[src/rtl/mem_port_arbiter.sv]
// mem_port_arbiter: shares one single-port synchronous data RAM between the
// CPU data port (port 0) and the loader/debug port (port 1). At most one
// access is granted per clock, and the grant is combinational. Read data
// comes back one cycle after the grant and is steered to the port that
// issued the read. stall0 tells the CPU to hold its pipeline.
module mem_port_arbiter #(
  parameter int ADDR_W = 32,
  parameter int DATA_W = 32,
  parameter int RR     = 1
) (
  input  logic              clk,
  input  logic              reset,
  input  logic              req0,
  input  logic              req1,
  input  logic              we0,
  input  logic              we1,
  input  logic [ADDR_W-1:0] addr0,
  input  logic [ADDR_W-1:0] addr1,
  input  logic [DATA_W-1:0] wdata0,
  input  logic [DATA_W-1:0] wdata1,
  output logic              gnt0,
  output logic              gnt1,
  output logic              rvalid0,
  output logic              rvalid1,
  output logic [DATA_W-1:0] rdata0,
  output logic [DATA_W-1:0] rdata1,
  output logic              stall0,
  output logic              mem_en,
  output logic              mem_we,
  output logic [ADDR_W-1:0] mem_addr,
  output logic [DATA_W-1:0] mem_wdata,
  input  logic [DATA_W-1:0] mem_rdata
);

  logic r_prio;     // port favoured on contention (round-robin only)
  logic r_resp_v;   // a read was granted last cycle
  logic r_resp_id;  // owner of that read

  logic w_win_v;
  logic w_win_id;
  logic w_win_we;

  // Winner selection; requests are ignored while reset is asserted.
  always_comb begin
    w_win_v  = (req0 | req1) & ~reset;
    w_win_id = 1'b0;
    if (req0 & req1)
      w_win_id = (RR != 0) ? r_prio : 1'b0;
    else
      w_win_id = req1;
    w_win_we = w_win_id ? we1 : we0;
  end

  // Grant, stall and memory-side drive. With no winner, the memory bus idles at zero.
  always_comb begin
    gnt0      = w_win_v & ~w_win_id;
    gnt1      = w_win_v &  w_win_id;
    stall0    = req0 & ~gnt0 & ~reset;
    mem_en    = w_win_v;
    mem_we    = 1'b0;
    mem_addr  = '0;
    mem_wdata = '0;
    if (w_win_v) begin
      mem_we    = w_win_we;
      mem_addr  = w_win_id ? addr1  : addr0;
      mem_wdata = w_win_id ? wdata1 : wdata0;
    end
  end

  // Priority rotation and read-response tracking; reset drops any pending response.
  always_ff @(posedge clk) begin
    if (reset) begin
      r_prio    <= 1'b0;
      r_resp_v  <= 1'b0;
      r_resp_id <= 1'b0;
    end else begin
      if ((RR != 0) && w_win_v)
        r_prio <= ~w_win_id;
      r_resp_v <= w_win_v & ~w_win_we;
      if (w_win_v & ~w_win_we)
        r_resp_id <= w_win_id;
    end
  end

  assign rvalid0 = r_resp_v & ~r_resp_id;
  assign rvalid1 = r_resp_v &  r_resp_id;
  assign rdata0  = mem_rdata;
  assign rdata1  = mem_rdata;

endmodule

[config.mk]
export PLATFORM = sky130hd
export DESIGN_NAME = mem_port_arbiter
export DESIGN_NICKNAME = d
export VERILOG_FILES = /design/src/rtl/mem_port_arbiter.sv
export SDC_FILE = /design/constraint.sdc
export NUM_CORES = 1
export LEC_CHECK = 0
export CELL_PAD_IN_SITES_DETAIL_PLACEMENT = 1
export CELL_PAD_IN_SITES_GLOBAL_PLACEMENT = 1
export CORE_MARGIN = 3
export CORE_UTILIZATION = 10
export DETAILED_ROUTE_END_ITERATION = 16
export GPL_TIMING_DRIVEN = 0
export PLACE_DENSITY = 0.81
export SLEW_MARGIN = 10
export SYNTH_ARGS = -nofsm -noshare
export SYNTH_HDL_FRONTEND = slang
export SYNTH_SLANG_ARGS = --single-unit
export TNS_END_PERCENT = 5
[constraint.sdc]
create_clock -name clk -period 2.65 [get_ports clk]
set_input_delay 0.53 -clock clk [delete_from_list [all_inputs] [get_ports clk]]
set_output_delay 0.53 -clock clk [all_outputs]
set_load 0.01 [all_outputs]
==> metrics.txt, run 1 <==
maximum vdd ir drop=0.153 mV; post-synthesis sequential area ratio=4.41%; core region area=approximately 13,000 um^2; Root Driver=clkbuf_16; hold-critical path depth=2; WHS Endpoint=r_resp_id$_SDFFE_PP0P_; Pleak=2.09 nW; Int Power=approximately 0.7 mW; Slew @ Worst Pin=between 0.3 and 0.4 ns; placed insts=around 600; Worst-path clk slew=0.03 ns; synth cell count leaders=a22o_1, buf_4, buf_6; Worst Min Path Start=r_resp_id$_SDFFE_PP0P_; Final nets=607; final hold violations=0; Final period util=103%; Clk Latency, worst-skew pair=around 0.22 ns; routing usage on met2=23.3%; Synth async-reset ratio=0%; Clock Power Share=roughly 24%; reg-to-reg startpoint=r_prio$_SDFFE_PP0P_; placed cell area=roughly 4300 um^2; relative slew slack=between 70% and 80%; syn nets=about 330; RD Place Congestion=a little under 0.8; Crit Path Class=primary input to primary output; CTS tree=yes; min Tclk post-route=between 2 and 3 ns; WP data required=between 2 and 2.5 ns; first-pass GRT wire length=around 14,000 um; GRT met3 Usage=under 10%; I/O Buffers=around 270; sequential power share=under 10%; Chip Width=around 120 um; max_cap viols=0; R2R Setup Slk=~1.6 ns; die area=roughly 15,000 um^2; initial drt markers=26; CP Capture Type=primary output; met1 layer usage reported by global route=10.9%; status=finished, violations left; Final WS setup=-0.0741 ns; #FFs+latches synth=3; post-synth top area share=41.2%; initial antenna violation count=0; GRT overflow=0; I/O pins=~300; Mapped Area=1360 um^2; area grow syn2layout=218%; first drt pass iteration count=3; FP Rows=41; P_sw=0.268 mW; layout cells sized above 1=about 20%; FF-to-FF path depth=4; clk sinks=3; WL/cell=approximately 16 um; drt total wl=9680 um; failing checks=negative setup slack; number of antenna repair diodes=0; TritonCTS Buffers=3; post-synth top area cell=a22o_1; pre-CTS setup slack=-0.456 ns; Global Route Usage Sum=a little under an eighth; Worst Skew=about 0.0019 ns; Power Dens Cells=between 200 and 250 nW/um^2; largest cells by area after synthesis=a22o_1, buf_4, buf_6; post-DP HPWL=a little under 9000 um; htree depth=1; EDFF count, synth=0; RSZ-0062 raised after global routing=yes; # DRC=0; crit-path max FO=10; via-per-instance ratio=~3.8; number of routed nets with antenna violations=0; Critical Path Source Type=primary input; Worst Hold Class=register to register; Switching Share=27.4%; top_reg_cell synth=dfxtp_1; fin area=~4300 um^2; average size of a mapped cell=approximately 8 um^2; total number of vias=approximately 2,300; Distinct cells, synth=19; clock tree buffer depth=2; Max Clk Rate=approximately 370 MHz; most used routing layer in global routing=met2; critical path arrival=roughly 2.2 ns; YS warnings=0; vias in the first global route=approximately 2,600; Pins Over Slew Limit=0; Initial Util=between 10% and 20%; Comb power frac=between 70% and 80%; Die Ht=around 120 um; final setup fails=1; largest net degree at the start of global routing=11; Final Non-Filler Cells=612; worst reg2reg endpoint=r_resp_id$_SDFFE_PP0P_; Mapped Cells=between 150 and 200; hold_buf cts=0
## critical path: stages
cell             delay [ns]
dlygate4sd2_1          0.34
and3b_2                0.34
buf_8                  0.17
buf_6                  0.15
a22o_1                 0.13
clkdlybuf4s50_1        0.54
## power groups by stage
stage | sequential [mW] | combinational, mW | clock [mW]
3_5_place_dp | 0.0507 | 0.734 | 0
5_1_grt | 0.0506 | 0.735 | 0.249
6_report | 0.0502 | 0.688 | 0.239
4_1_cts | 0.0503 | 0.700 | 0.245
2_1_floorplan | 0.0504 | 0.259 | 0
3_3_place_gp | 0.0506 | 0.722 | 0
## layer usage
metal	share of wire, %	vias up
met3	12	8
met5	0	-
met2	56	158
met4	0.91	0
met1	31	1050
li1	-	1108
## sequential cells by signal (all words and copies together), names as in the netlist
signal / flops
r_resp_id: 1
r_resp_v: 1
r_prio: 1
## metrics by stage
| step | hold slack (ns) | util [%] | setup TNS, ns | power [mW] |
|---|---|---|---|---|
| 3_3_place_gp | 0.458 | 32.8 | -24.57 | 0.773 |
| 2_1_floorplan | 0.434 | - | 0 | 0.309 |
| 4_1_cts | 0.487 | 33.1 | -0.358 | 0.995 |
| 5_1_grt | 0.515 | 33.3 | -0.193 | 1.03 |
| 3_5_place_dp | 0.465 | 32.8 | -26.83 | 0.785 |
| 6_report | 0.489 | 33.3 | -0.0741 | 0.977 |
## cell families (layout without fill, tap and decap cells)
family	count (synthesis)	in the layout	synth area share [%]
AOI/OAI and AO/OA	69	69	43.6
buffers and inverters	79	353	45.8
DFF	3	3	4.41
and+or+nand+nor	15	15	6.25
## layout make-up
class                   instances  area (um^2)
plain buffers                  78          636
repair buffers                270         2650
well taps                     172          215
flip-flops and latches          3         60.1
inverters                       1         3.75
fillers                      1554         8650
clock buffers                   4         78.8
multi-input cells              84          684
## what timing repair did
action,CTS,global route
gates resized for setup,64,11
setup buffers,1,0
endpoints found under the setup margin,67,10
cloned,1,0
## placed cells by master (no fill, tap or decap), types with 3 or more instances in the layout
cell               n
nor2_1             3
clkdlybuf4s50_1  202
dfxtp_1            3
buf_4             66
buf_6             11
clkbuf_16          3
a21oi_1            3
dlygate4sd2_1     58
a22o_1            64
dlymetal6s2s_1     8
## how the worst max path moves through the flow
stage	from	end	slack, ns	depth (start not counted)
after floorplan	req0	mem_addr[0]	0.82	5
after global placement	req0	mem_addr[8]	-0.44	7
after detailed placement	req0	mem_wdata[28]	-0.46	7
after CTS	req1	mem_addr[1]	-0.11	7
after global routing	reset	mem_addr[22]	-0.17	6
final	reset	mem_addr[22]	-0.07	6
No activity file was read; power rests on OpenSTA's default activity.
==> run 2: changes to the inputs <==
--- a/config.mk
+++ b/config.mk
@@ -5,6 +5,7 @@
 export SDC_FILE = /design/constraint.sdc
 export NUM_CORES = 1
 export LEC_CHECK = 0
+export CAP_MARGIN = 20
 export CELL_PAD_IN_SITES_DETAIL_PLACEMENT = 1
 export CELL_PAD_IN_SITES_GLOBAL_PLACEMENT = 1
 export CORE_MARGIN = 3
==> results of run 2 <==
The final DEF is identical to that of run 1; final timing and power are the same.
==> run 3: changes to the inputs <==
--- a/config.mk
+++ b/config.mk
@@ -5,7 +5,7 @@
 export SDC_FILE = /design/constraint.sdc
 export NUM_CORES = 1
 export LEC_CHECK = 0
-export CAP_MARGIN = 20
+export CAP_MARGIN = 10
 export CELL_PAD_IN_SITES_DETAIL_PLACEMENT = 1
 export CELL_PAD_IN_SITES_GLOBAL_PLACEMENT = 1
 export CORE_MARGIN = 3
==> results of run 3 <==
The final DEF is identical to that of run 1; final timing and power are the same.
